<file path="src/rtl/fixedpt_iterative_multiplier_pkg.sv">
// -----------------------------------------------------------------------------
// fixedpt_iterative_multiplier_pkg
//   Shared types and width helpers for the iterative shift-add fixed-point
//   multiplier (top: fixedpt_iterative_multiplier, datapath: fixedpt_mul_dpath).
//   Contents:
//     state_e        control FSM states IDLE / CALC / DONE
//     calc_w()       internal datapath width W = n + d
//     cnt_bits()     step counter width, wide enough to hold the value n + d
//   Optional feature macro used by the top level: FPMULIT_EARLY_EXIT_EN
// -----------------------------------------------------------------------------
package fixedpt_iterative_multiplier_pkg;

   typedef enum logic [1:0] {
      IDLE = 2'd0,
      CALC = 2'd1,
      DONE = 2'd2
   } state_e;

   localparam int DEFAULT_N = 32;
   localparam int DEFAULT_D = 16;

   // Operands are widened to n+d bits so that the full product window
   // needed for the result slice [n+d-1:d] is computed exactly (mod 2^W).
   function automatic int calc_w(input int n, input int d);
      return n + d;
   endfunction

   function automatic int cnt_bits(input int n, input int d);
      return $clog2(n + d + 1);
   endfunction

endpackage

</file>
<file path="src/rtl/fixedpt_mul_dpath.sv">
// -----------------------------------------------------------------------------
// fixedpt_mul_dpath
//   Shift-add datapath of the iterative fixed-point multiplier. Holds the
//   widened A/B shift registers, the W-bit accumulator, the step counter and
//   the registered result slice. Sequencing comes from the top-level FSM.
//   Parameters: n (operand/result width), d (fractional bits),
//               sign (1 = sign-extend operands, 0 = zero-extend)
//   Ports:
//     clk        in   clock
//     reset      in   synchronous active-low reset
//     load       in   capture a/b (widened), clear accumulator and counter
//     step       in   perform one shift-add step
//     finish     in   register the result slice from this step's sum
//     a, b       in   n-bit operands
//     c          out  n-bit registered result
//     last_step  out  the step taken in this cycle is the final (W-th) one
//     b_drained  out  the multiplier register is zero after this cycle's shift
// -----------------------------------------------------------------------------
module fixedpt_mul_dpath
   import fixedpt_iterative_multiplier_pkg::*;
#(
   parameter int n    = DEFAULT_N,
   parameter int d    = DEFAULT_D,
   parameter int sign = 1
) (
   input  logic         clk,
   input  logic         reset,
   input  logic         load,
   input  logic         step,
   input  logic         finish,
   input  logic [n-1:0] a,
   input  logic [n-1:0] b,
   output logic [n-1:0] c,
   output logic         last_step,
   output logic         b_drained
);

   localparam int W  = calc_w(n, d);
   localparam int CW = cnt_bits(n, d);

   logic [W-1:0]  a_q, a_d;
   logic [W-1:0]  b_q, b_d;
   logic [W-1:0]  acc_q, acc_d;
   logic [CW-1:0] cnt_q, cnt_d;
   logic [n-1:0]  c_q, c_d;

   logic [W-1:0]  a_ext, b_ext;
   logic [W-1:0]  acc_step;
   logic [W-1:0]  b_step;

   // Widen the operands bit by bit: low n bits copied, upper d bits either
   // replicate the operand MSB (signed) or are zero (unsigned).
   genvar gi;
   generate
      for (gi = 0; gi < W; gi++) begin : g_ext
         if (gi < n) begin : g_lo
            assign a_ext[gi] = a[gi];
            assign b_ext[gi] = b[gi];
         end else begin : g_hi
            assign a_ext[gi] = (sign != 0) && a[n-1];
            assign b_ext[gi] = (sign != 0) && b[n-1];
         end
      end
   endgenerate

   // Sum for the current step; also the source of the result slice so that
   // the final step's addition lands in c on the same edge DONE is entered.
   always_comb begin
      acc_step  = b_q[0] ? (acc_q + a_q) : acc_q;
      b_step    = b_q >> 1;
      last_step = (cnt_q == CW'(W - 1));
      b_drained = (b_step == '0);
   end

   always_comb begin
      a_d   = a_q;
      b_d   = b_q;
      acc_d = acc_q;
      cnt_d = cnt_q;
      c_d   = c_q;
      if (load) begin
         a_d   = a_ext;
         b_d   = b_ext;
         acc_d = '0;
         cnt_d = '0;
      end else if (step) begin
         a_d   = a_q << 1;
         b_d   = b_step;
         acc_d = acc_step;
         cnt_d = cnt_q + CW'(1);
      end
      if (finish) begin
         // Floor rounding: the low d bits are simply dropped.
         c_d = acc_step[W-1:d];
      end
   end

   always_ff @(posedge clk) begin
      if (!reset) begin
         a_q   <= '0;
         b_q   <= '0;
         acc_q <= '0;
         cnt_q <= '0;
         c_q   <= '0;
      end else begin
         a_q   <= a_d;
         b_q   <= b_d;
         acc_q <= acc_d;
         cnt_q <= cnt_d;
         c_q   <= c_d;
      end
   end

   assign c = c_q;

endmodule

</file>
<file path="src/rtl/fixedpt_iterative_multiplier.sv">
// -----------------------------------------------------------------------------
// fixedpt_iterative_multiplier
//   Iterative shift-add fixed-point multiplier: c = (a*b) >> d, truncated to
//   n bits (floor rounding, wrap on overflow). One operation in flight with
//   valid/ready handshakes on request and result sides.
//   Parameters: n (width, default 32), d (fractional bits, default 16),
//               sign (1 = two's complement operands, 0 = unsigned)
//   Ports:
//     clk      in   clock
//     reset    in   synchronous active-low reset (aborts any in-flight op)
//     a, b     in   operands, sampled on accept
//     snd_val  in   request valid
//     snd_rdy  out  ready to accept (IDLE and not in reset)
//     c        out  product, valid while rcv_val=1, held after handoff
//     rcv_val  out  result valid (DONE)
//     rcv_rdy  in   consumer ready
//   Configuration macro:
//     FPMULIT_EARLY_EXIT_EN  when defined, CALC also finishes as soon as the
//                            remaining multiplier bits are all zero
// -----------------------------------------------------------------------------
module fixedpt_iterative_multiplier
   import fixedpt_iterative_multiplier_pkg::*;
#(
   parameter int n    = DEFAULT_N,
   parameter int d    = DEFAULT_D,
   parameter int sign = 1
) (
   input  logic         clk,
   input  logic         reset,
   input  logic [n-1:0] a,
   input  logic [n-1:0] b,
   input  logic         snd_val,
   output logic         snd_rdy,
   output logic [n-1:0] c,
   output logic         rcv_val,
   input  logic         rcv_rdy
);

   state_e state_q, state_d;

   logic load;
   logic step;
   logic finish;
   logic last_step;
   logic b_drained;
   logic calc_end;

`ifdef FPMULIT_EARLY_EXIT_EN
   // Once the remaining multiplier is zero no further additions can occur,
   // so the accumulator already holds the final product.
   assign calc_end = last_step || b_drained;
`else
   assign calc_end = last_step;
   logic unused_b_drained;
   assign unused_b_drained = b_drained;
`endif

   always_comb begin
      state_d = state_q;
      load    = 1'b0;
      step    = 1'b0;
      finish  = 1'b0;
      case (state_q)
         IDLE: begin
            if (snd_val) begin
               load    = 1'b1;
               state_d = CALC;
            end
         end
         CALC: begin
            step = 1'b1;
            if (calc_end) begin
               finish  = 1'b1;
               state_d = DONE;
            end
         end
         DONE: begin
            // Handoff edge returns to IDLE only; a new request is taken
            // no earlier than the following edge.
            if (rcv_rdy) begin
               state_d = IDLE;
            end
         end
         default: state_d = IDLE;
      endcase
   end

   always_ff @(posedge clk) begin
      if (!reset) begin
         state_q <= IDLE;
      end else begin
         state_q <= state_d;
      end
   end

   assign snd_rdy = (state_q == IDLE) && reset;
   assign rcv_val = (state_q == DONE);

   fixedpt_mul_dpath #(
      .n    (n),
      .d    (d),
      .sign (sign)
   ) u_dpath (
      .clk       (clk),
      .reset     (reset),
      .load      (load),
      .step      (step),
      .finish    (finish),
      .a         (a),
      .b         (b),
      .c         (c),
      .last_step (last_step),
      .b_drained (b_drained)
   );

endmodule

</file>
<file path="config.mk">
export PLATFORM = sky130hd
export DESIGN_NAME = fixedpt_iterative_multiplier
export DESIGN_NICKNAME = d
export VERILOG_FILES = /design/src/rtl/fixedpt_iterative_multiplier_pkg.sv /design/src/rtl/fixedpt_mul_dpath.sv /design/src/rtl/fixedpt_iterative_multiplier.sv
export SDC_FILE = /design/constraint.sdc
export NUM_CORES = 1
export LEC_CHECK = 0
export CORE_ASPECT_RATIO = 0.75
export CORE_MARGIN = 2
export CORE_UTILIZATION = 48
export CTS_CLUSTER_DIAMETER = 40
export DETAILED_ROUTE_END_ITERATION = 8
export HOLD_SLACK_MARGIN = 0.05
export PLACE_DENSITY = 0.68
export REMOVE_ABC_BUFFERS = 1
export SLEW_MARGIN = 20
export SYNTH_ARGS = -nofsm -noshare
export SYNTH_HDL_FRONTEND = slang
export SYNTH_SLANG_ARGS = --single-unit
</file>
<file path="constraint.sdc">
create_clock -name clk -period 5.7 [get_ports clk]
set_input_delay 1.425 -clock clk [delete_from_list [all_inputs] [get_ports clk]]
set_output_delay 1.425 -clock clk [all_outputs]
set_load 0.05 [all_outputs]
</file>
# Word-level counts from Yosys, hierarchy flattened
# Index checks and enable logic that the tools add are counted.
# op_classes
n_eq_ne,6
n_addsub,2
n_div,0
shift,0
n_reduce_logical,6
n_lt_le_gt_ge,0
mul,0
mux,14
bitwise_logic,1
# op_table
cell,count
$mux 48,5
$add 48x48->48,1
$add 6x1->6 const B,1
$eq 6x6->1 const B,1
$mux 2,3
$pmux 2 s3,1
$mux 1,5
$ne 2x2->1 const B,2
$reduce_and 3->1,1
$eq 2x1->1 const B,1
$eq 2x2->1 const B,1
$logic_not 2->1,1
$ne 2x1->1 const B,1
$reduce_and 2->1,1
$reduce_bool 2->1,1
$reduce_or 2->1,1
$logic_and 1x1->1,1
$not 1->1,1
# totals
elab_cells,36
output_inout_bits,34
memories,0
latch_bits,0
ff_bits,184
rom_bits,0
ramBits,0

# Logic depth before layout (Yosys ltp)
# Gate-level depths: netlist of run 1.
# logic_depth
ltp_word,4
mapped_depth,12
ltp_nobuf,12

# By module
# Synthesis of run 1 repeated with hierarchy kept, for this count alone.
# unflattened
hier_cells,1252
area_unflattened_um2,10201.0
# modules_own_cells
mod,area_each_um2,n_inst,cells_each
fixedpt_mul_dpath,10084.7,1,1239
fixedpt_iterative_multiplier,116.4,1,13

# Worst setup path after synthesis of run 1
# OpenSTA, ideal clock, no wires.
# synth_timing
path_kind,input to output
from,in reset
to,out snd_rdy
path_stages,4
path_slack_ns,1.657
required_time_ns,4.275
arrival_time_ns,2.618
n_path_buf,2
path_cell_list,clkbuf_1 clkbuf_1 nand2b_1 nor2_1
# synth_via
elab_chain_cells,1
# synth_rtl
item,line_no,text
start: declaration,fixedpt_iterative_multiplier.sv:29,"input logic reset,"
$logic_and 1x1->1,fixedpt_iterative_multiplier.sv:96,assign snd_rdy = (state_q == IDLE) && reset;
end: declaration,fixedpt_iterative_multiplier.sv:33,"output logic snd_rdy,"
# Every way passes these cells.

# Worst setup path in the final report of run 1
# Ends and elaborated chain as after synthesis.

==> flow_summary.yaml, run 1 <==
logic_synthesis:
  yosysMostFrequentCell: "nand2_1"
  syn_avg_cell_area_um2: 7.85
  synth_warnings: 0
  async_flop_share_pct: 0
  synth-edff-count: 0
  synth_common_cells: "nand2_1, dfxtp_1, a21oi_1"
  synth_top_area_cell: "dfxtp_1"
  synth_area_leaders: "dfxtp_1, nand2_1, a21oi_1"
  synthFlopType: "dfxtp_1"
  synthCells: 1207
  synth_top_area_share_pct: 38.9
  ys_seq_area_share_pct: 38.9
  synth.cell_area_mm2: 0.00947
  ys_seq_elements: 184
  ys_types: 66
layout:
  syn2layout_area_growth_pct: 18.7
  nNetsFinal: 1375
  drive_above_1_share_pct: 5.35
  fin_area_mm2: 0.0112
  diodes: 0
  final_cells: 1524
cts:
  cts_tree: "built"
  clkTransAtPathRegs_ps: 70
  cts_sinks: 184
  insertion_delay_ps: 440
  cts_root_buf: "clkbuf_16"
  numCtsBuffers: 17
  cts.repair.resized: 0
  cts_setup_buffers: 0
  cts_buffer_depth: 2
  ctsHtreeMaxLevel: 4
  cts_hold_buf: 0
placed_design:
  place_area_mm2: 0.0106
  hpwl_um: 16400
  gp_congestion: 0.904
  port_buffers: 101
  placedCellCount: 1492
route:
  drt_iter0_drc: 813
  wl_per_cell_um: 16.5
  drt-total-wl_um: 25100
  viasPerCell: 5.76
  first_pass_iters: 6
  ant_nets: 0
  drc: 0
  route.vias.total: 8780
grt:
  grt_pass1_wl_um: 41200
  antenna_found_initial: 0
  grt_pass1_vias: 8015
  grtUsageTotal_pct: 23.8
  grt_max_degree: 83
  overflow: 0
setup_path:
  critPathRequiredTime_ps: 4280
  cp_max_fo: 2
  worstPathArrival_ps: 3160
  r2r-start: "u_dpath.a_q[0]"
  critPathLaunchType: "input pin"
  rr_endpoint: "u_dpath.c[30]"
  crit_path_end_kind: "output port"
  crit_start: "reset"
  critPathKind: "in -> out"
  ff2ff_setup_slack_ps: 2030
  worstRegToRegCells: 12
worst_hold_path:
  hold_path.class: "reg -> reg"
  min-delay-start: "u_dpath.acc_q[11]"
  hold_end: "u_dpath.acc_q[11]"
  holdPathStages: 2
sta:
  skew_ps: 11.4
  tightest_slew_ps: 1080
  slew_violations: 0
  fin_crit_sh_pct: 80.5
  fmax_mhz: 218
  setup_viol: 0
  max_slew_margin_pct: 27.6
  period_needed_ps: 4590
  rsz0062_at_grt: "false"
  hold_viol_final: 0
power:
  max-vdd-ir-drop_mv: 0.193
  p_total_mw: 2.98
  powerDensity_mw_per_mm2: 265
  leakage_nw: 4.23
floorplan:
  die_area_mm2: 0.0209
  die_y_um: 126
  io_pins: 102
  num_rows: 44
  core_mm2: 0.0193
  initial_utilization_pct: 49.0
  die_w_um: 166
run:
  cap_viol_max_count: 0
outcome:
  status: "complete, no violations"
how the worst max path moves through the flow:
stage	end	slack, ps
finish	snd_rdy	1110
floorplan	u_dpath.a_q[10]	-1400
global placement	snd_rdy	1120
CTS	snd_rdy	1130
global route	snd_rdy	1070
detailed placement	snd_rdy	1140
area by class of cell:
| cell class | instances | area, um2 |
|---|---|---|
| Clock buffer | 17 | 425 |
| Clock inverter | 15 | 203 |
| Fill cell | 1781 | 8080 |
| Inverter | 13 | 48.8 |
| Multi-Input combinational cell | 927 | 5450 |
| Sequential cell | 184 | 3680 |
| Tap cell | 253 | 317 |
| Timing Repair Buffer | 115 | 1120 |
metal layers:
| layer | wire [um] | global-route usage, % | up-vias |
|---|---|---|---|
| li1 | - | - | 4420 |
| met1 | 12900 | 35.7 | 4058 |
| met2 | 9980 | 33.8 | 282 |
| met3 | 1920 | 6.44 | 20 |
| met4 | 261 | 5.27 | 0 |
| met5 | 0 | 0 | - |
where the power goes:
group / total (mW) / internal, mW / switching [mW]
Clock: 1.25 / 0.674 / 0.580
Sequential: 1.38 / 1.34 / 0.0393
Combinational: 0.343 / 0.134 / 0.209
Total: 2.98 / 2.15 / 0.828
cells in the final DEF, fill, tap and decap left out, types with 4 or more instances in the layout:
cell,instances
xnor2_1,28
inv_6,5
ha_1,48
clkdlybuf4s50_1,101
a22oi_1,61
nand4_1,16
or3_1,9
buf_4,14
nand3_1,11
a211oi_1,19
mux2i_1,8
nor4_1,5
dfxtp_1,184
o21ai_1,4
and3_1,4
o22ai_1,4
o31ai_1,5
a21o_1,23
o21ai_0,34
xor2_1,19
a21oi_1,179
nor2b_1,4
nor3_1,9
clkbuf_16,17
nand2_1,256
a31oi_1,41
o21bai_1,9
nor2_1,75
inv_1,11
nand2b_1,4
kinds of logic (layout without fill, tap and decap cells):
group | Yosys count | count (layout) | synth area share (%)
DFF | 184 | 184 | 38.9
buffers and inverters | 96 | 160 | 3.82
and+or+nand+nor | 404 | 404 | 17.8
xor gates and xnor gates | 47 | 47 | 4.35
adders and majority gates | 49 | 49 | 6.55
AOI/OAI and AO/OA | 419 | 419 | 27.7
muxes | 8 | 8 | 0.845
state kept, by name, indices dropped and copies added, names as in the netlist:
register       flops
u_dpath.c         32
u_dpath.b_q       48
state_q            2
u_dpath.cnt_q      6
u_dpath.a_q       48
u_dpath.acc_q     48
worst max-delay path, stage by stage:
cell	delay, ps
clkdlybuf4s50_1	660
nand2b_1	120
nor2_1	140
clkdlybuf4s50_1	820
per-stage QoR:
| step | worst slack, ps | util (%) | TNS (ps) | hold WS [ps] |
|---|---|---|---|---|
| after detailed placement | 1140 | 54.9 | 0 | 450 |
| after global placement | 1120 | 54.9 | 0 | 443 |
| after floorplan | -1400 | - | -122070 | 436 |
| after global routing | 1070 | 58.2 | 0 | 478 |
| after CTS | 1130 | 58.2 | 0 | 461 |
| final | 1110 | 58.2 | 0 | 457 |
Power figures use the tool's default switching activity.
==> run 2, diff against run 1 <==
--- a/config.mk
+++ b/config.mk
@@ -11,7 +11,7 @@
 export CTS_CLUSTER_DIAMETER = 40
 export DETAILED_ROUTE_END_ITERATION = 8
 export HOLD_SLACK_MARGIN = 0.05
-export PLACE_DENSITY = 0.68
+export PLACE_DENSITY = 0.71
 export REMOVE_ABC_BUFFERS = 1
 export SLEW_MARGIN = 20
 export SYNTH_ARGS = -nofsm -noshare
==> constraint.sdc (replaced) <==
create_clock -name clk -period 3.9 [get_ports clk]
set_input_delay 0.975 -clock clk [delete_from_list [all_inputs] [get_ports clk]]
set_output_delay 0.975 -clock clk [all_outputs]
set_load 0.05 [all_outputs]
==> run 2 against run 1 <==
Against the previous run:
- non-clock buffer count up 9
- critical path depth up 8
- global-route usage up 0.14 points
- utilization up 0.16 points
- worst setup slack worse by 600 ps
- die area unchanged
- sequential power up 46%
- total power up 44%
- flip-flop and latch count unchanged
- wire length up 0.56%
- largest power group unchanged
==> flow_summary.yaml, run 2 (synthesis gave the netlist of run 1 again) <==
outcome:
  status: "complete, no violations"
power:
  seqPwrFrac_pct: 47.2
  clockPowerShare_pct: 40.9
  leakage_nw: 4.26
  max-vdd-ir-drop_mv: 0.195
  p_sw_share_pct: 28.1
  p_comb_share_pct: 11.8
  powerDensity_mw_per_mm2: 379
  power.switching_mw: 1.20
  p_int_mw: 3.07
route:
  ant_nets: 0
  viasPerCell: 5.80
  first_pass_iters: 5
  drt_iter0_drc: 742
  drc: 0
  wl_per_cell_um: 16.4
  route.vias.total: 8893
  drt-total-wl_um: 25200
sta:
  rsz0062_at_grt: "false"
  tightest_slew_ps: 1040
  setup_viol: 0
  slew_violations: 0
  max_slew_margin_pct: 30.3
  hold_viol_final: 0
  period_needed_ps: 3390
  skew_ps: 14.4
  fmax_mhz: 295
  fin_setup_tns_ps: 0
  hold_ws_ps: 457
  fin_crit_sh_pct: 86.9
placed_design:
  placedCellCount: 1501
  port_buffers: 101
  hpwl_um: 16900
  gp_congestion: 0.897
worst_hold_path:
  hold_path.class: "reg -> reg"
grt:
  overflow: 0
  grtUsageTotal_pct: 23.9
  antenna_found_initial: 0
  grt_max_degree: 68
  grt_pass1_wl_um: 41500
  grt_pass1_vias: 8191
layout:
  final_common_cell: "nand2_1"
  syn2layout_area_growth_pct: 19.0
  mostFrequentLayoutCells: "nand2_1, dfxtp_1, a21oi_1"
  multiInputGateArea_mm2: 0.00545
  top_regs: "u_dpath.a_q (48), u_dpath.acc_q (48), u_dpath.b_q (48)"
  area.sequential_mm2: 0.00368
  final_cells: 1533
  drive_above_1_share_pct: 6.09
  nNetsFinal: 1384
  diodes: 0
  fillers: 1783
  utilization_pct: 58.3
setup_path:
  worstPathArrival_ps: 3740
  critPathLaunchType: "register"
  critPathKind: "reg -> reg"
  critPathRequiredTime_ps: 4250
  cp_max_fo: 4
  crit_path_end_kind: "register"
floorplan:
  die_y_um: 126
  die_w_um: 166
  core_mm2: 0.0193
  num_rows: 44
  initial_utilization_pct: 49.0
  die_area_mm2: 0.0209
  io_pins: 102
cts:
  cts_setup_buffers: 0
  clkTransAtPathRegs_ps: 70
  cts_root_buf: "clkbuf_16"
  cts.repair.resized: 0
  cts_sinks: 184
  ctsHtreeMaxLevel: 4
  cts_hold_buf: 0
  cts_tree: "built"
  insertion_delay_ps: 440
  cts_buffer_depth: 2
  numCtsBuffers: 17
run:
  cap_viol_max_count: 0
==> run 2: final cells by class <==
cell class / count / area share (%)
well taps: 253 / 2.81
inverters: 13 / 0.433
clock buffers: 17 / 3.77
repair buffers: 124 / 10.6
clock inverters: 15 / 1.42
multi-input cells: 927 / 48.3
flip-flops and latches: 184 / 32.7
==> run 2: final timing paths <==
check                  from              to  slack (ps)  depth (start not counted)
min          u_dpath.b_q[5]  u_dpath.b_q[5]         460                          2
max reg2reg  u_dpath.a_q[0]   u_dpath.c[30]         510                         12
min reg2reg  u_dpath.b_q[5]  u_dpath.b_q[5]         460                          2
max          u_dpath.a_q[0]   u_dpath.c[30]         510                         12
==> run 2: critical path, stage by stage (launching register included) <==
cell       delay (ps)
dfxtp_1           350
ha_1              220
fa_1              410
a21oi_1           190
o21ai_0           160
a211oi_1          460
o311ai_1          250
nand4_1           230
a21boi_1          110
a2111oi_0         500
xnor2_1           200
nor2_1             70
nor4_1            150
==> run 2: metal layers <==
layer  track usage [%]  vias to the layer above  share of wire [%]
li1                  -                     4434                  -
met1              34.9                     4185                 50
met2              35.8                      250                 42
met3              5.85                       24                7.3
met4              5.37                        0                1.0
met5                 0                        -                  0
==> run 2: power by group through the flow <==
stage	logic (mW)	registers, mW	clock network, mW
global placement	0.492	2.06	0
finish	0.506	2.02	1.75
CTS	0.503	2.02	1.77
global route	0.559	2.03	1.85
detailed placement	0.500	2.06	0
floorplan	0.310	2.04	0
==> run 2: metrics by stage <==
step	power (mW)	area (um2)	setup WS (ps)
2_1_floorplan	2.35	9160	-3200
3_3_place_gp	2.55	10700	665
3_5_place_dp	2.56	10700	593
4_1_cts	4.29	11300	554
5_1_grt	4.44	11300	226
6_report	4.27	11300	509
==> run 3, diff against run 2 <==
--- a/config.mk
+++ b/config.mk
@@ -5,6 +5,7 @@
 export SDC_FILE = /design/constraint.sdc
 export NUM_CORES = 1
 export LEC_CHECK = 0
+export ABC_AREA = 0
 export CORE_ASPECT_RATIO = 0.75
 export CORE_MARGIN = 2
 export CORE_UTILIZATION = 48
==> results of run 3 <==
Final layout, timing and power as in run 2 (identical DEF).
